`src/rtl/serial_tx.sv`:
```
// Purpose : UART-style serial transmitter; start bit, DATA_W data bits LSB first, optional parity, stop bit.
// Latency : tx drops to the start level on the first clk edge after a word is accepted; a frame lasts
//           (DATA_W + 2 + (PARITY != 0)) * CLK_DIV cycles, followed by at least one idle cycle.
// Backpressure: ready is high only while idle; valid is ignored while a frame is in flight.
//
// Ports:
//   clk    - system clock, rising edge
//   reset  - asynchronous active-high reset; abandons any frame in progress
//   data   - word to send, sampled only on the accepting edge
//   valid  - upstream offers a word on data
//   ready  - block is idle and will accept a word on the next edge
//   tx     - serial line output, registered, idles at 1
//   busy   - frame in progress (inverse of ready)

module serial_tx #(
  parameter int DATA_W  = 8,  // data bits per frame, 1..16
  parameter int CLK_DIV = 4,  // clock cycles per serial bit, >= 1
  parameter int PARITY  = 0   // 0 = none, 1 = even, 2 = odd
) (
  input  logic              clk,
  input  logic              reset,
  input  logic [DATA_W-1:0] data,
  input  logic              valid,
  output logic              ready,
  output logic              tx,
  output logic              busy
);

  // Counter widths are kept at least one bit so CLK_DIV=1 and DATA_W=1 still elaborate.
  localparam int DIV_W = (CLK_DIV > 1) ? $clog2(CLK_DIV) : 1;
  localparam int CNT_W = (DATA_W > 1) ? $clog2(DATA_W) : 1;

  localparam logic [DIV_W-1:0] DIV_LAST = DIV_W'(CLK_DIV - 1);
  localparam logic [CNT_W-1:0] BIT_LAST = CNT_W'(DATA_W - 1);
  localparam logic [DIV_W-1:0] DIV_ONE  = DIV_W'(1);
  localparam logic [CNT_W-1:0] CNT_ONE  = CNT_W'(1);

  localparam bit HAS_PAR = (PARITY != 0);
  localparam bit ODD_PAR = (PARITY == 2);

  typedef enum logic [2:0] {
    ST_IDLE,
    ST_START,
    ST_DATA,
    ST_PARITY,
    ST_STOP
  } state_t;

  state_t            state;
  logic [DIV_W-1:0]  div_cnt;  // cycles spent on the current bit, 0..CLK_DIV-1
  logic [CNT_W-1:0]  bit_cnt;  // index of the data bit currently on the line
  logic [DATA_W-1:0] shreg;    // latched word, shifted right as bits go out
  logic              par_bit;  // parity of the latched word, fixed at acceptance

  logic              bit_end;
  logic [DATA_W-1:0] sh_next;

  // The current bit has been held for its full CLK_DIV cycles on this edge.
  // With CLK_DIV=1 the divider sits at 0 and every edge ends a bit.
  assign bit_end = (div_cnt == DIV_LAST);

  // tx is registered, so the next data bit is loaded onto the line from the
  // already-shifted word on the same edge that ends the current bit.
  assign sh_next = shreg >> 1;

  // ready depends only on registered state: no combinational path from valid.
  assign ready = (state == ST_IDLE);
  assign busy  = ~ready;

  always_ff @(posedge clk or posedge reset) begin
    if (reset) begin
      state   <= ST_IDLE;
      div_cnt <= '0;
      bit_cnt <= '0;
      shreg   <= '0;
      par_bit <= 1'b0;
      tx      <= 1'b1;
    end else begin
      case (state)
        ST_IDLE: begin
          div_cnt <= '0;
          bit_cnt <= '0;
          tx      <= 1'b1;
          if (valid) begin
            shreg   <= data;
            par_bit <= (^data) ^ ODD_PAR;
            state   <= ST_START;
            tx      <= 1'b0;
          end
        end

        ST_START: begin
          if (bit_end) begin
            div_cnt <= '0;
            state   <= ST_DATA;
            tx      <= shreg[0];
          end else begin
            div_cnt <= div_cnt + DIV_ONE;
          end
        end

        ST_DATA: begin
          if (bit_end) begin
            div_cnt <= '0;
            if (bit_cnt == BIT_LAST) begin
              // Last data bit done: counter wraps so the next frame starts at bit 0.
              bit_cnt <= '0;
              if (HAS_PAR) begin
                state <= ST_PARITY;
                tx    <= par_bit;
              end else begin
                state <= ST_STOP;
                tx    <= 1'b1;
              end
            end else begin
              bit_cnt <= bit_cnt + CNT_ONE;
              shreg   <= sh_next;
              tx      <= sh_next[0];
            end
          end else begin
            div_cnt <= div_cnt + DIV_ONE;
          end
        end

        ST_PARITY: begin
          if (bit_end) begin
            div_cnt <= '0;
            state   <= ST_STOP;
            tx      <= 1'b1;
          end else begin
            div_cnt <= div_cnt + DIV_ONE;
          end
        end

        ST_STOP: begin
          tx <= 1'b1;
          if (bit_end) begin
            // Always pass through IDLE for one cycle, giving the F+1 start-to-start spacing.
            div_cnt <= '0;
            state   <= ST_IDLE;
          end else begin
            div_cnt <= div_cnt + DIV_ONE;
          end
        end

        default: begin
          div_cnt <= '0;
          bit_cnt <= '0;
          state   <= ST_IDLE;
          tx      <= 1'b1;
        end
      endcase
    end
  end

endmodule

```
`config.mk`:
```
export PLATFORM = sky130hd
export DESIGN_NAME = serial_tx
export DESIGN_NICKNAME = d
export VERILOG_FILES = /design/src/rtl/serial_tx.sv
export SDC_FILE = /design/constraint.sdc
export NUM_CORES = 1
export LEC_CHECK = 0
export BUFFER_PORTS_ARGS = -buffer_cell sky130_fd_sc_hd__clkbuf_2
export CORE_MARGIN = 2
export CORE_UTILIZATION = 50
export DETAILED_ROUTE_END_ITERATION = 16
export GPL_ROUTABILITY_DRIVEN = 1
export GPL_TIMING_DRIVEN = 0
export PLACE_DENSITY = 0.71
export SLEW_MARGIN = 10
export SYNTH_ARGS = -nofsm -noshare
export SYNTH_HDL_FRONTEND = slang
export SYNTH_SLANG_ARGS = --single-unit
```
`constraint.sdc`:
```
create_clock -name clk -period 2.1 [get_ports clk]
set_input_delay 0.105 -clock clk [delete_from_list [all_inputs] [get_ports clk]]
set_output_delay 0.105 -clock clk [all_outputs]
set_load 0.05 [all_outputs]
```
Yosys cells after proc, flatten, opt, wreduce, memory -nomap -nowiden
Index checks and enable logic that the tools add are counted.

word-level totals
  output and inout bits = 3
  flip-flop bits (word level) = 17
  bits of input ports = 11

operators by class
  bitwise logic cells = 2
  muxes and demuxes = 22
  equal/unequal tests = 13
  reductions and logical operators = 8
  add/subtract/negate cells = 2

operators with widths
  operator               count
  $mux W3                8
  $mux W8                3
  $pmux W8 S2            1
  $pmux W3 S5            1
  $ne A2 B2 Y1 const B   7
  $eq A3 B2 Y1 const B   2
  $eq A3 B3 Y1 const B   2
  $pmux W3 S2            1
  $reduce_and A6 Y1      1
  $mux W1                5
  $mux W2                2
  $pmux W1 S4            1
  $reduce_and A4 Y1      1
  $reduce_or A4 Y1       1
  $add A3 B1 Y3 const B  1
  $eq A3 B1 Y1 const B   1
  $logic_not A3 Y1       1
  $reduce_and A3 Y1      1
  $reduce_or A3 Y1       1
  $add A2 B1 Y2 const B  1
  $eq A2 B2 Y1 const B   1
  $not A1 Y1             2
  $reduce_and A2 Y1      1
  $reduce_bool A2 Y1     1

Logic depth before layout (Yosys ltp)
Gate-level depths: netlist (run 1).

  word-level depth = 4
  gate-level depth with buffers = 5
  gate-level depth less buffers = 5

Least setup slack after synthesis (run 1)
No wires, ideal clock.

  path kind = register to register
  start point = reg bit_cnt[0]
  end point = reg shreg[0]
  stages on the path, launching flop included = 6
  library setup time = 0.125 ns
  arrival = 1.761 ns
  path slack = 0.214 ns
  buffers on the path = 0
  cell sequence = dfrtp_1 -> ha_1 -> ha_1 -> nand3b_1 -> a211oi_4 -> mux2_2

between the ends
  word-level cells in the longest chain between the ends = 3

RTL lines
  what                         RTL line  RTL
  from (decl)                  51        logic [CNT_W-1:0] bit_cnt;
  from (signal assigned)       116       bit_cnt <= bit_cnt + CNT_ONE;
  $eq A3 B3 Y1                 105       if (bit_cnt == BIT_LAST) begin
  $ne A2 B2 Y1 (no line)       n/a
  $reduce_and A4 Y1 (no line)  n/a
  to (signal assigned)         85        shreg <= data;
  to (signal assigned)         117       shreg <= sh_next;
  to (decl)                    52        logic [DATA_W-1:0] shreg;

No other way between the ends.
A chain may end at the register's enable or synchronous reset.

Worst setup path after layout (run 1)
  start point = reg bit_cnt[0]
  end point = reg shreg[6]

The elaborated chain is that of the path after synthesis.

==> key figures, run 1 <==
Status
  • Status: finished, final reports clean

Placement
  • DP Worst Slack: 27.6 ps
  • Hpwl dp: 1130 um
  • Buffers on Ports: 13
  • Final GP Congestion: 0.712

STA
  • Setup ws final: 187 ps
  • Clock Skew: 4.05 ps
  • Period utilization: 91.1%
  • Setup-failing EPs final: 0
  • Worst slew pin tran: 648 ps
  • RSZ-0062 raised after global routing: false
  • Slew margin rel.: 56.8%
  • Minimum clock period after layout: 1910 ps
  • Setup TNS: 0 ps
  • Fin. max-slew vios: 0
  • Max Freq: 0.523 GHz
  • Final Hold Fails: 0

Routing
  • Routed Antenna Nets: 0
  • DR vias/cell: 5.34
  • Vias: ~650
  • WL final: 1510 um
  • DRC errors left: 0
  • Iter 0 DRT Violations: 14
  • Wire per inst: ~12 um
  • First drt pass iteration count: 4

Synth
  • Cells after synthesis: 78
  • Mean Syn Cell Area: 11.8 um2
  • Synthesized cell area: 922 um2
  • Post-synth EDFFs: 0
  • Async SR Flop Fraction: 100%
  • Post-synthesis sequential area ratio: 46.3%
  • Warnings from Yosys: 0
  • Main synth FF type: dfrtp_1
  • Top cell type by total area after synthesis: dfrtp_1
  • Synth top area share: a little over two fifths
  • Syn nets: 92
  • Yosys reg bits: 17
  • Number of distinct library cells after synthesis: 27
  • Top cells by count, synth: dfrtp_1 (16), mux2_2 (16), o21ai_0 (5), inv_1 (4)
  • Synth area leaders: dfrtp_1 (43%), mux2_2 (20%), ha_1 (4.1%)

Global route
  • First-pass GRT wire length: 2730 um
  • GR Layer Usage met3: under 10%
  • Initial antenna violation count: 0
  • Number of global-route vias before repair: 616
  • Gr busiest metal: met2
  • GR Util met2: 29.3%
  • GRT Util Overall: 17.7%
  • Grt total ovfl: 0
  • Met1 usage: 22.8%
  • Pin count of the biggest net entering global routing: 18

Worst setup path
  • Endpoint class of the critical path: register
  • CP peak stage delay: 420 ps
  • Worst setup SP type: register
  • Worst path slowest cell: dfrtp_1
  • Worst-path cell chain: ha_1, ha_1, nand3b_1, a211oi_4, buf_12, mux2_2
  • CP top delay family: adder cells
  • CP required: 2280 ps
  • Crit Path Category: reg2reg
  • Top fanout value on the critical path: 8
  • CP most frequent cell: ha_1
  • Critical Path AT: 2090 ps
  • CP Buf/Inv Count: 1

Finish
  • Nets@finish: 112
  • Share of cells above drive strength 1: between 40 and 50%
  • Antenna cells: 0
  • Synth-to-layout area growth: 16.6%
  • Util after Layout: 62.2%

CTS
  • Clock slew at reported path FFs: 100 ps
  • Worst-Skew Late Latency: about 280 ps
  • TritonCTS clock tree: built
  • Inserted Clock Buffers: 3
  • TritonCTS Sinks: 17
  • H-Tree Depth: 1
  • Max Root-Sink Buffers: 2
  • Root Buffer: clkbuf_4

Pwr
  • Psw: 539 uW
  • Comb pwr share: around half
  • P_int: 857 uW
  • Clock Power Share: around 12%
  • Leakage: 0.000487 uW
  • Register share of total power: between 30% and 40%
  • Worst vdd ir: 581 uV
  • Switching Fraction: between 30% and 40%
  • Power Density: about 1300 nW/um2
  • Power consumption: 1400 uW

Flow run
  • Max-Cap Viols: 0

Floorplan
  • Die Wd: approximately 47 um
  • I/O pin cnt: 14
  • Total core area: 1730 um2
  • # rows: 15
  • Initial Util: 53.4%
  • Die outline area: 2200 um2
  • Die height: 46.9 um

Min path
  • Hold crit path type: in2reg
## metrics by stage
stage | hold slack [ps] | cells | area, um2
2_1_floorplan | 30.3 | 78 | 922
3_3_place_gp | 202 | 116 | 1020
3_5_place_dp | 207 | 116 | 1020
4_1_cts | 23.5 | 121 | 1050
5_1_grt | 43.6 | 122 | 1070
6_report | 24.3 | 122 | 1070
## cell usage in the layout, fill, tap and decap left out, types with 2 or more instances in the layout
| cell type | count |
|---|---|
| a21oi_1 | 2 |
| a22oi_1 | 3 |
| buf_2 | 3 |
| clkbuf_1 | 2 |
| clkbuf_2 | 13 |
| clkbuf_4 | 3 |
| dfrtp_1 | 16 |
| ha_1 | 3 |
| inv_1 | 4 |
| mux2_2 | 16 |
| nand2_1 | 2 |
| nand2b_1 | 2 |
| nand3b_1 | 2 |
| nor2_1 | 2 |
| nor2b_1 | 2 |
| o21ai_0 | 5 |
| o2bb2ai_1 | 3 |
## path summary, 6_finish.rpt
kind,slack (ps),to,start,depth (start not counted)
max,190,shreg[6],bit_cnt[0],6
min,20,tx,valid,2
max reg2reg,190,shreg[6],bit_cnt[0],6
min reg2reg,450,div_cnt[0],div_cnt[0],1
max in group asynchronous,1250,shreg[0],reset,3
min in group asynchronous,430,shreg[6],reset,3
## power groups by stage
stage | registers (uW) | logic [uW] | clock network [uW]
2_1_floorplan | 555 | 524 | 0
3_3_place_gp | 532 | 653 | 0
3_5_place_dp | 542 | 670 | 0
4_1_cts | 534 | 672 | 178
5_1_grt | 548 | 779 | 191
6_report | 532 | 692 | 171
## worst register-to-register path: cells and delay by family (launching register included)
kind	cells	cell delay, ps
AOI/OAI and AO/OA	1	260
adders and majority gates	2	440
buffers and inverters	1	160
DFF	1	420
muxes	1	330
and+or+nand+nor	1	210
## flip-flops by register name (all words and copies together), names as in the netlist
name	flops
bit_cnt	3
state	3
shreg	8
div_cnt	2
tx	1
## routing by layer
metal / up-vias / part of all wire (%) / wire [um]
met5: - / 0 / 0
met4: 0 / 1.7 / 25
met3: 4 / 3.0 / 45
met2: 9 / 48 / 722
met1: 315 / 48 / 720
li1: 324 / - / -
## cells by family (layout without fill, tap and decap cells)
| kind of cell | after synthesis | after routing | share of synthesized area (%) |
|---|---|---|---|
| flip-flops | 17 | 17 | 46.3 |
| AO/OA/AOI/OAI | 18 | 18 | 14.8 |
| multiplexers | 16 | 16 | 19.5 |
| adder cells (fa/ha/maj) | 3 | 3 | 4.07 |
| buffers and inverters | 9 | 28 | 4.48 |
| AND/OR/NAND/NOR | 15 | 15 | 10.9 |
## final cells by class
type,instances,area (um2)
Buffer,5,26.3
Clock buffer,4,26.3
Fill cell,161,652
Inverter,4,15.0
Multi-Input combinational cell,52,454
Sequential cell,17,427
Tap cell,25,31.3
Timing Repair Buffer,15,95.1
## what timing repair did
action | in CTS | in global routing
hold buffers | 1 | 0
setup buffers | 0 | 1
gates resized for setup | 0 | 0
endpoints found under the setup margin | 0 | 8
endpoints found under the hold margin | 16 | 0
(Power assumes the default switching activity.)
==> run 2: changes to the inputs <==
--- a/config.mk
+++ b/config.mk
@@ -7,11 +7,11 @@
 export LEC_CHECK = 0
 export BUFFER_PORTS_ARGS = -buffer_cell sky130_fd_sc_hd__clkbuf_2
 export CORE_MARGIN = 2
-export CORE_UTILIZATION = 50
+export CORE_UTILIZATION = 49
 export DETAILED_ROUTE_END_ITERATION = 16
 export GPL_ROUTABILITY_DRIVEN = 1
 export GPL_TIMING_DRIVEN = 0
-export PLACE_DENSITY = 0.71
+export PLACE_DENSITY = 0.73
 export SLEW_MARGIN = 10
 export SYNTH_ARGS = -nofsm -noshare
 export SYNTH_HDL_FRONTEND = slang
==> constraint.sdc (replaced) <==
create_clock -name clk -period 1.54 [get_ports clk]
set_input_delay 0.077 -clock clk [delete_from_list [all_inputs] [get_ports clk]]
set_output_delay 0.077 -clock clk [all_outputs]
set_load 0.05 [all_outputs]
==> key figures, run 2 (synthesis results as in run 1) <==
Floorplan
  • Initial Util: 52.8% (was 53.4%)
  • Die outline area: 2240 um2 (was 2200 um2)
  • I/O pin cnt: 14 (unchanged)
  • # rows: 15 (unchanged)
  • Die height: 47.4 um (was 46.9 um)
  • Total core area: 1750 um2 (was 1730 um2)
  • Die Wd: 47.4 um (was 46.9 um)

Placement
  • Buffers on Ports: 13 (unchanged)
  • Placed cell count: 116 (unchanged)
  • DP Area: 1040 um2 (was 1020 um2)
  • Final GP Congestion: 0.803 (was 0.712)
  • Hpwl dp: 1140 um (was 1130 um)

Worst setup path
  • Worst setup SP type: register (unchanged)
  • Setup crit start: bit_cnt[1] (was bit_cnt[0])
  • RR Endpoint: shreg[1] (was shreg[6])
  • Top fanout value on the critical path: 7 (was 8)
  • Critical Path AT: 1980 ps (was 2090 ps)
  • Endpoint class of the critical path: register (unchanged)
  • FF-to-FF path depth: 6 (unchanged)
  • Crit Path Category: reg2reg (unchanged)
  • Crit path to: shreg[1] (was shreg[6])
  • CP required: 1720 ps (was 2280 ps)
  • RR Startpoint: bit_cnt[1] (was bit_cnt[0])
  • Worst reg2reg setup slack: -260 ps (was 190 ps)

Finish
  • Nets@finish: 119 (was 112)
  • Non-filler cells, final: 129 (was 122)
  • Largest Register: shreg (unchanged)
  • Largest regs: shreg (8), bit_cnt (3), state (3) (unchanged)
  • Most common cell after layout, fill and taps aside: dfrtp_1
  • Commonest cells after routing, fill and taps aside: dfrtp_1 (16), clkbuf_2 (11), mux2_2 (8), mux2_4 (8), buf_4 (7) (was mux2_2 (16), dfrtp_1 (16), clkbuf_2 (13), o21ai_0 (5), inv_1 (4))
  • Multi-input gate area: 510 um2 (was 454 um2)
  • FF+latch area: 427 um2 (unchanged)
  • Fill cell count: 140 (was 161)
  • Share of cells above drive strength 1: 50.0% (was 42.3%)
  • Antenna cells: 0 (unchanged)
  • Fin area: 1200 um2 (was 1070 um2)
  • Synth-to-layout area growth: 30.3% (was 16.6%)
  • Max reg flops: 8 (unchanged)

CTS
  • Max Root-Sink Buffers: 2 (unchanged)
  • Root Buffer: clkbuf_4 (unchanged)
  • TritonCTS Sinks: 17 (unchanged)
  • TritonCTS clock tree: built (unchanged)
  • H-Tree Depth: 1 (unchanged)
  • Worst-Skew Late Latency: 290 ps (was 280 ps)
  • Clock slew at reported path FFs: 100 ps (about the same)
  • Inserted Clock Buffers: 3 (unchanged)

Min path
  • Hold Crit Depth: 3 (was 2)
  • Hold crit path type: in2reg (unchanged)

STA
  • Final Hold Fails: 0 (unchanged)
  • Worst slew pin tran: 654 ps (was 648 ps)
  • Setup-failing EPs final: 10 (was 0)
  • Setup ws final: -261 ps (was 187 ps)
  • Slew margin rel.: 56.3% (was 56.8%)
  • Clock Skew: 4.23 ps (was 4.05 ps)
  • RSZ-0062 raised after global routing: true (was false)
  • Period utilization: 117% (was 91.1%)
  • Min Hold Slack: 141 ps (was 24.3 ps)
  • Setup TNS: -2200 ps (was 0 ps)
  • Minimum clock period after layout: 1800 ps (was 1910 ps)
  • Max Freq: 0.555 GHz (was 0.523 GHz)
  • Fin. max-slew vios: 0 (unchanged)

Routing
  • First drt pass iteration count: 4 (unchanged)
  • WL final: 1700 um (was 1510 um)
  • DRC errors left: 0 (unchanged)
  • Vias: 682 (was 652)
  • Wire per inst: 13.2 um (was 12.4 um)
  • DR vias/cell: 5.29 (was 5.34)
  • Routed Antenna Nets: 0 (unchanged)
  • Iter 0 DRT Violations: 21 (was 14)

Pwr
  • Worst vdd ir: 789 uV (was 581 uV)
  • Power Density: 1750 nW/um2 (was 1300 nW/um2)
  • Leakage: 0.000541 uW (was 0.000487 uW)

Global route
  • Pin count of the biggest net entering global routing: 18 (unchanged)
  • Grt total ovfl: 0 (unchanged)
  • Number of global-route vias before repair: 645 (was 616)
  • Initial antenna violation count: 0 (unchanged)
  • GRT Util Overall: 18.7% (was 17.7%)
  • First-pass GRT wire length: 2840 um (was 2730 um)

Status
  • Violated checks: setup timing
  • Status: complete, but fails checks (was finished, final reports clean)

Flow run
  • Max-Cap Viols: 0 (unchanged)
[run 2: changes by cell type in the layout (fill, tap and decap cells not counted), moves of 2 or more]
cell and change:
clkbuf_2 -2, mux2_2 -8, buf_4 +6, ha_1 -2, mux2_4 +8
[run 2: final cells by class]
cell class	count	share of cell area, %
inverter	4	1.56
sequential	17	35.5
multi-input combinational	52	42.5
timing repair buffer	22	13.4
buffer	5	2.19
clock buffer	4	2.19
tap	25	2.60
[run 2: how the worst min path moves through the flow]
stage,startpoint,endpoint,slack [ps]
floorplan,reset,bit_cnt[0],2
CTS,valid,tx,40
global route,data[3],shreg[3],130
global placement,reset,shreg[7],170
detailed placement,reset,shreg[7],180
finish,data[4],shreg[4],140
[run 2: critical path: stages, from the launching register on]
cell and delay, ps:
dfrtp_1 400, ha_2 200, ha_4 160, nand3b_1 180, a211oi_4 290, buf_12 170, mux2_4 300
[run 2: where the power goes]
group | total (uW) | switching (uW) | leakage, uW | internal, uW
Combinational | 1130 | 563 | 0.000315 | 569
Sequential | 730 | 96.0 | 0.000211 | 634
Clock | 236 | 136 | 0.0000150 | 101
[run 2: through the flow]
| stage | util, % | total power, uW | setup slack, ps |
|---|---|---|---|
| 2_1_floorplan | - | 1490 | -272 |
| 4_1_cts | 66.7 | 2070 | -282 |
| 3_3_place_gp | 59.6 | 1640 | -402 |
| 5_1_grt | 68.8 | 2260 | -310 |
| 6_report | 68.8 | 2100 | -261 |
| 3_5_place_dp | 59.6 | 1670 | -422 |
[run 2: metal layers]
metal / up-vias / track usage (%) / part of all wire [%]
li1: 335 / - / -
met1: 325 / 24.6 / 48
met2: 17 / 29.2 / 46
met3: 5 / 3.46 / 3.4
met4: 0 / 10.0 / 2.8
met5: - / 0 / 0
[run 2: repair_timing]
action	CTS	global route
resized for setup	10	4
pin swaps	2	1
hold buffers	1	1
setup buffers	5	2
endpoints found under the setup margin	10	11
hold endpoints to repair	16	1
gates cloned	0	0
